### config.mk
export PLATFORM = sky130hd
export DESIGN_NAME = regfile_ctrl
export DESIGN_NICKNAME = d
export VERILOG_FILES = /design/src/rtl/regfile_ctrl.sv
export SDC_FILE = /design/constraint.sdc
export NUM_CORES = 1
export LEC_CHECK = 0
export ABC_AREA = 1
export CAP_MARGIN = 20
export CORE_UTILIZATION = 30
export DETAILED_ROUTE_END_ITERATION = 10
export GPL_TIMING_DRIVEN = 0
export HOLD_SLACK_MARGIN = 0.08
export PLACE_DENSITY = 0.78
export SETUP_SLACK_MARGIN = 0.2
export SLEW_MARGIN = 20
export SYNTH_ARGS = -nofsm -noshare
export SYNTH_HDL_FRONTEND = slang
export SYNTH_SLANG_ARGS = --single-unit
### constraint.sdc
create_clock -name clk -period 1.4 [get_ports clk]
set_input_delay 0.21 -clock clk [delete_from_list [all_inputs] [get_ports clk]]
set_output_delay 0.21 -clock clk [all_outputs]
set_load 0.05 [all_outputs]
### src/rtl/regfile_ctrl.sv
// Sequencer/arbiter in front of a synchronous-read register file: clears every entry after
// reset, then shares the write port and rs read port between the pipeline and a debug requester.
module regfile_ctrl #(
  parameter int                NUM_REGS     = 32,
  parameter int                ADDR_W       = 5,
  parameter int                DATA_W       = 32,
  parameter logic [DATA_W-1:0] CLEAR_VALUE  = {DATA_W{1'b0}},
  parameter bit                ZERO_PROTECT = 1'b1
) (
  input  logic              clk,
  input  logic              reset,
  input  logic              wb_en,
  input  logic [ADDR_W-1:0] wb_addr,
  input  logic [DATA_W-1:0] wb_data,
  input  logic [ADDR_W-1:0] pipe_rs_addr,
  input  logic [ADDR_W-1:0] pipe_rt_addr,
  input  logic              dbg_req,
  input  logic              dbg_we,
  input  logic [ADDR_W-1:0] dbg_addr,
  input  logic [DATA_W-1:0] dbg_wdata,
  input  logic [DATA_W-1:0] rf_rs_data,
  output logic              rf_write_en,
  output logic [ADDR_W-1:0] rf_rd_addr,
  output logic [DATA_W-1:0] rf_rd_data,
  output logic [ADDR_W-1:0] rf_rs_addr,
  output logic [ADDR_W-1:0] rf_rt_addr,
  output logic              stall,
  output logic              busy,
  output logic              dbg_ack,
  output logic [DATA_W-1:0] dbg_rdata
);

  typedef enum logic [2:0] {
    S_CLEAR    = 3'd0,
    S_RUN      = 3'd1,
    S_DBG_WAIT = 3'd2,
    S_DBG_RD   = 3'd3,
    S_DONE     = 3'd4
  } state_t;

  localparam logic [ADDR_W-1:0] LAST_ADDR = ADDR_W'(NUM_REGS - 1);

  state_t              state_r;
  state_t              state_s;
  logic [ADDR_W-1:0]   clr_cnt_r;
  logic [DATA_W-1:0]   dbg_rdata_r;

  // A write may proceed unless it targets the protected zero register.
  function automatic logic write_allowed(input logic [ADDR_W-1:0] addr);
    return !(ZERO_PROTECT && (addr == {ADDR_W{1'b0}}));
  endfunction

  // State, clear counter and captured debug read data.
  always_ff @(posedge clk or negedge reset) begin
    if (!reset) begin
      state_r     <= S_CLEAR;
      clr_cnt_r   <= {ADDR_W{1'b0}};
      dbg_rdata_r <= {DATA_W{1'b0}};
    end else begin
      state_r <= state_s;
      if (state_r == S_CLEAR) begin
        clr_cnt_r <= (clr_cnt_r == LAST_ADDR) ? {ADDR_W{1'b0}} : clr_cnt_r + ADDR_W'(1);
      end else begin
        clr_cnt_r <= clr_cnt_r;
      end
      if (state_r == S_DBG_RD) begin
        dbg_rdata_r <= rf_rs_data;
      end else begin
        dbg_rdata_r <= dbg_rdata_r;
      end
    end
  end

  // Next state and register-file port steering; writebacks pass through by default.
  always_comb begin
    state_s     = state_r;
    rf_write_en = 1'b0;
    rf_rd_addr  = wb_addr;
    rf_rd_data  = wb_data;
    rf_rs_addr  = pipe_rs_addr;
    stall       = 1'b1;
    busy        = 1'b0;
    dbg_ack     = 1'b0;
    case (state_r)
      S_CLEAR: begin
        busy        = 1'b1;
        rf_write_en = 1'b1;
        rf_rd_addr  = clr_cnt_r;
        rf_rd_data  = CLEAR_VALUE;
        if (clr_cnt_r == LAST_ADDR) begin
          state_s = S_RUN;
        end else begin
          state_s = S_CLEAR;
        end
      end
      S_RUN: begin
        stall       = 1'b0;
        rf_write_en = wb_en & write_allowed(wb_addr);
        if (dbg_req) begin
          state_s = S_DBG_WAIT;
        end else begin
          state_s = S_RUN;
        end
      end
      S_DBG_WAIT: begin
        if (wb_en) begin
          rf_write_en = write_allowed(wb_addr);
          state_s     = S_DBG_WAIT;
        end else if (dbg_we) begin
          rf_write_en = write_allowed(dbg_addr);
          rf_rd_addr  = dbg_addr;
          rf_rd_data  = dbg_wdata;
          state_s     = S_DONE;
        end else begin
          rf_rs_addr = dbg_addr;
          state_s    = S_DBG_RD;
        end
      end
      S_DBG_RD: begin
        rf_write_en = wb_en & write_allowed(wb_addr);
        state_s     = S_DONE;
      end
      S_DONE: begin
        // rs is re-driven here so pipeline read data is fresh once stall drops
        rf_write_en = wb_en & write_allowed(wb_addr);
        dbg_ack     = 1'b1;
        state_s     = S_RUN;
      end
      default: begin
        state_s = S_CLEAR;
      end
    endcase
  end

  assign rf_rt_addr = pipe_rt_addr;
  assign dbg_rdata  = dbg_rdata_r;

endmodule

==> Flow_metrics.wiki <==
{| class="wikitable"
! Metric !! Value
|-
| Static power due to leakage || 2.748 nW
|-
| Number of buffers between clock root and the deepest sink || 2
|-
| Total number of vias || 3493
|-
| Count of mapped cells out of synthesis || 360
|-
| Maximum operating frequency || 528.1 MHz
|-
| Clock slew at reported path FFs || 0.07 ns
|-
| CTS tree || yes
|-
| Antenna Nets Post-Route || 0
|-
| Via density || 4.997
|-
| Share of synthesized registers carrying an async set or reset || 1.000
|-
| Yosys warnings || 0
|-
| Non-filler cells in the finished layout || 699
|-
| Count of flip-flops with a built-in enable after synthesis || 0
|-
| Final setup violating endpoints || 47
|-
| Count of unresolved DRC violations after routing || 0
|-
| Global-route usage over all layers || 0.2563
|-
| Count of final max-slew check failures || 0
|-
| Post-route worst hold slack || 0.4525 ns
|-
| Crit path kind || flip-flop to primary output
|-
| Horizontal die dimension || 92.39 um
|-
| Syn_area_per_cell || 6.809 sq um
|-
| Flip-flop and latch count after synthesis || 40
|-
| Worst Reg-to-Reg Cells || 7
|-
| Floorplan core area || 7807 sq um
|-
| Average wire per standard cell || 17.27 um
|-
| Fraction of the yosys area taken by sequential cells || 0.4084
|-
| R2r startpoint || state_r[1]$_DFF_PN0_
|-
| Slack of the worst reg-to-reg path || 0.02 ns
|-
| CTS Root Cell || sky130_fd_sc_hd__clkbuf_8
|-
| Initial antenna violation count || 0
|-
| Fraction of layout instances using a drive strength above 1 || 0.4606
|-
| Count of maximum capacitance violations || 0
|-
| Input/output buffers || 198
|-
| Full die area || 8536 sq um
|-
| Post-synthesis instance area || 2451 sq um
|-
| Setup repair after global routing missed its margin || yes
|-
| Crit path DAT || 1.68 ns
|-
| Tightest Pin Transition || 0.5572 ns
|-
| Most used flip-flop cell after synthesis || sky130_fd_sc_hd__dfrtp_1
|-
| Final critical path time including I/O delays and setup || 1.894 ns
|-
| Accumulated negative setup slack || -19.97 ns
|-
| Final weighted congestion in routability-driven placement || 0.7832
|-
| Maximum number of pins on one net before global-route repair || 24
|-
| Largest clock skew in the final design || 0.004289 ns
|-
| Status || finished with violations
|-
| Final critical-path setup slack || -0.4936 ns
|-
| Placed cell area || 4957 sq um
|-
| Worst max-slew margin expressed relative to the limit || 0.6285
|-
| Height of the die || 92.39 um
|-
| Diode count || 0
|-
| Clock insertion delay at the later pin of the skew report || 0.28 ns
|-
| Net Count, Synth || 483
|-
| Hold violation total from the final report || 0
|-
| Final WL || 12.07 mm
|-
| Aggregate global routing overflow || 0
|-
| # rows || 32
|-
| Largest fanout of any net on the critical path || 5
|-
| Critical Path RT || 1.19 ns
|-
| Placed insts || 661
|-
| Critical register-to-register path endpoint || state_r[0]$_DFF_PN0_
|-
| Total CTS buffers || 5
|-
| Sort of element at the start of the critical path || flip-flop
|-
| PwrDens || 2528 nW/um^2
|-
| Layout overhead on the synthesized area || 149.9%
|-
| Worst hold path type || primary input to asynchronous set/reset pin
|-
| HPWL reported at the end of detailed placement || 7.676 mm
|-
| Post-Place Setup Slack || -1.264 ns
|-
| Violated checks || negative setup slack
|-
| Overall power after layout || 15.48 mW
|-
| Period utilisation layout || 1.353
|-
| Iteration-0 DRC Markers || 140
|-
| Utilization after layout || 0.7845
|-
| Maximum level of the CTS H-tree || 2
|-
| Io pins || 204
|-
| Post-route cell area || 6125 sq um
|-
| Clock sinks || 40
|-
| Total number of nets in the final design || 719
|-
| First-pass iteration count of the detailed router || 4
|-
| Worst supply voltage drop on vdd || 1852 uV
|-
| Global-route wire length before repair || 17.49 mm
|-
| Number of different library cells in the post-synthesis netlist || 19
|-
| Vias in the first global route || 3528
|-
| Initial Util || 0.3139
|-
| CP endpoint kind || primary output
|}
[how the worst max path moves through the flow]
stage / startpoint / slack (ns) / endpoint / depth (start not counted)
2_1_floorplan: state_r[2]$_DFF_PN0_ / -0.12 / rf_rd_addr[0] / 7
3_3_place_gp: dbg_we / -1.24 / rf_rd_data[27] / 8
3_5_place_dp: dbg_we / -1.26 / rf_rd_data[27] / 8
4_1_cts: state_r[0]$_DFF_PN0_ / -0.43 / rf_rd_addr[0] / 8
5_1_grt: state_r[1]$_DFF_PN0_ / -0.57 / rf_rd_addr[0] / 8
6_report: state_r[1]$_DFF_PN0_ / -0.49 / rf_rd_addr[0] / 8
[cells in the final DEF, fill, tap and decap left out, types with 9 or more instances in the layout]
cell type                         Yosys  layout
sky130_fd_sc_hd__buf_8                0      31
sky130_fd_sc_hd__nand3_2              0      40
sky130_fd_sc_hd__inv_1               11       9
sky130_fd_sc_hd__nand2_1            127      79
sky130_fd_sc_hd__nand2_2              1      21
sky130_fd_sc_hd__nor2_1              15       9
sky130_fd_sc_hd__nand2_4              0      26
sky130_fd_sc_hd__buf_2               15      33
sky130_fd_sc_hd__clkdlybuf4s50_1      0     114
sky130_fd_sc_hd__nand3_4              0      20
sky130_fd_sc_hd__dfrtp_1             40      39
sky130_fd_sc_hd__buf_4                7      24
sky130_fd_sc_hd__nand3_1            114      54
sky130_fd_sc_hd__buf_6                1      35
[final cells by class]
cell class	instances	area (sq um)
sequential	40	1002
clock buffer	8	90.09
multi-input combinational	276	2085
tap	102	127.6
buffer	32	381.6
inverter	13	61.31
timing repair buffer	228	2377
fill	510	1683
[state kept, by name (all words and copies together), names as in the netlist]
register and cells:
clr_cnt_r 5, dbg_rdata 32, state_r 3
[what timing repair did]
action | CTS | global route
endpoints found under the setup margin | 119 | 83
hold endpoints to repair | 22 | 0
gates cloned | 4 | 4
pin swaps | 11 | 11
hold buffers | 1 | 0
buffers inserted | 14 | 7
resized for setup | 634 | 61
[Yosys cell counts, types with 2 or more instances]
cell | instances | share of area
sky130_fd_sc_hd__inv_1 | 11 | 0.017
sky130_fd_sc_hd__nor2_1 | 15 | 0.023
sky130_fd_sc_hd__inv_2 | 2 | 0.0031
sky130_fd_sc_hd__clkbuf_1 | 6 | 0.0092
sky130_fd_sc_hd__buf_1 | 3 | 0.0046
sky130_fd_sc_hd__nand3_1 | 114 | 0.23
sky130_fd_sc_hd__buf_4 | 7 | 0.021
sky130_fd_sc_hd__dfrtp_1 | 40 | 0.41
sky130_fd_sc_hd__ha_1 | 2 | 0.010
sky130_fd_sc_hd__a21oi_1 | 2 | 0.0041
sky130_fd_sc_hd__nand2_1 | 127 | 0.19
sky130_fd_sc_hd__buf_2 | 15 | 0.031
sky130_fd_sc_hd__nand4_1 | 2 | 0.0051
sky130_fd_sc_hd__nand3b_1 | 2 | 0.0061
sky130_fd_sc_hd__o21ai_0 | 8 | 0.016
[cell families (layout without fill, tap and decap cells)]
| kind of cell | Yosys count | count (layout) | synth area share |
|---|---|---|---|
| DFF | 40 | 40 | 0.4084 |
| AOI/OAI and AO/OA | 10 | 10 | 0.02042 |
| buffers and inverters | 45 | 281 | 0.09035 |
| and+or+nand+nor | 263 | 264 | 0.4706 |
| adders and majority gates | 2 | 2 | 0.01021 |
[critical path, stage by stage (launching register included)]
cell and delay, ns:
sky130_fd_sc_hd__dfrtp_2 0.44, sky130_fd_sc_hd__nand2_4 0.07, sky130_fd_sc_hd__nor2_4 0.18, sky130_fd_sc_hd__nand2_4 0.10, sky130_fd_sc_hd__buf_6 0.13, sky130_fd_sc_hd__buf_6 0.13, sky130_fd_sc_hd__nand3_2 0.05, sky130_fd_sc_hd__nand3b_1 0.11
sky130_fd_sc_hd__buf_6 0.18
[routing by layer]
layer | wire length (um) | global-route usage
met5 | 0 | 0
met4 | 417 | 0.09245
met2 | 6536 | 0.4593
met1 | 4590 | 0.3055
met3 | 528 | 0.04351
[report_power, final]
part / switching [mW] / internal, mW
combinational: 7.97 / 4.67
clock: 0.379 / 0.402
sequential: 0.358 / 1.70
total: 8.71 / 6.78
No activity file was read; power rests on OpenSTA's default activity.
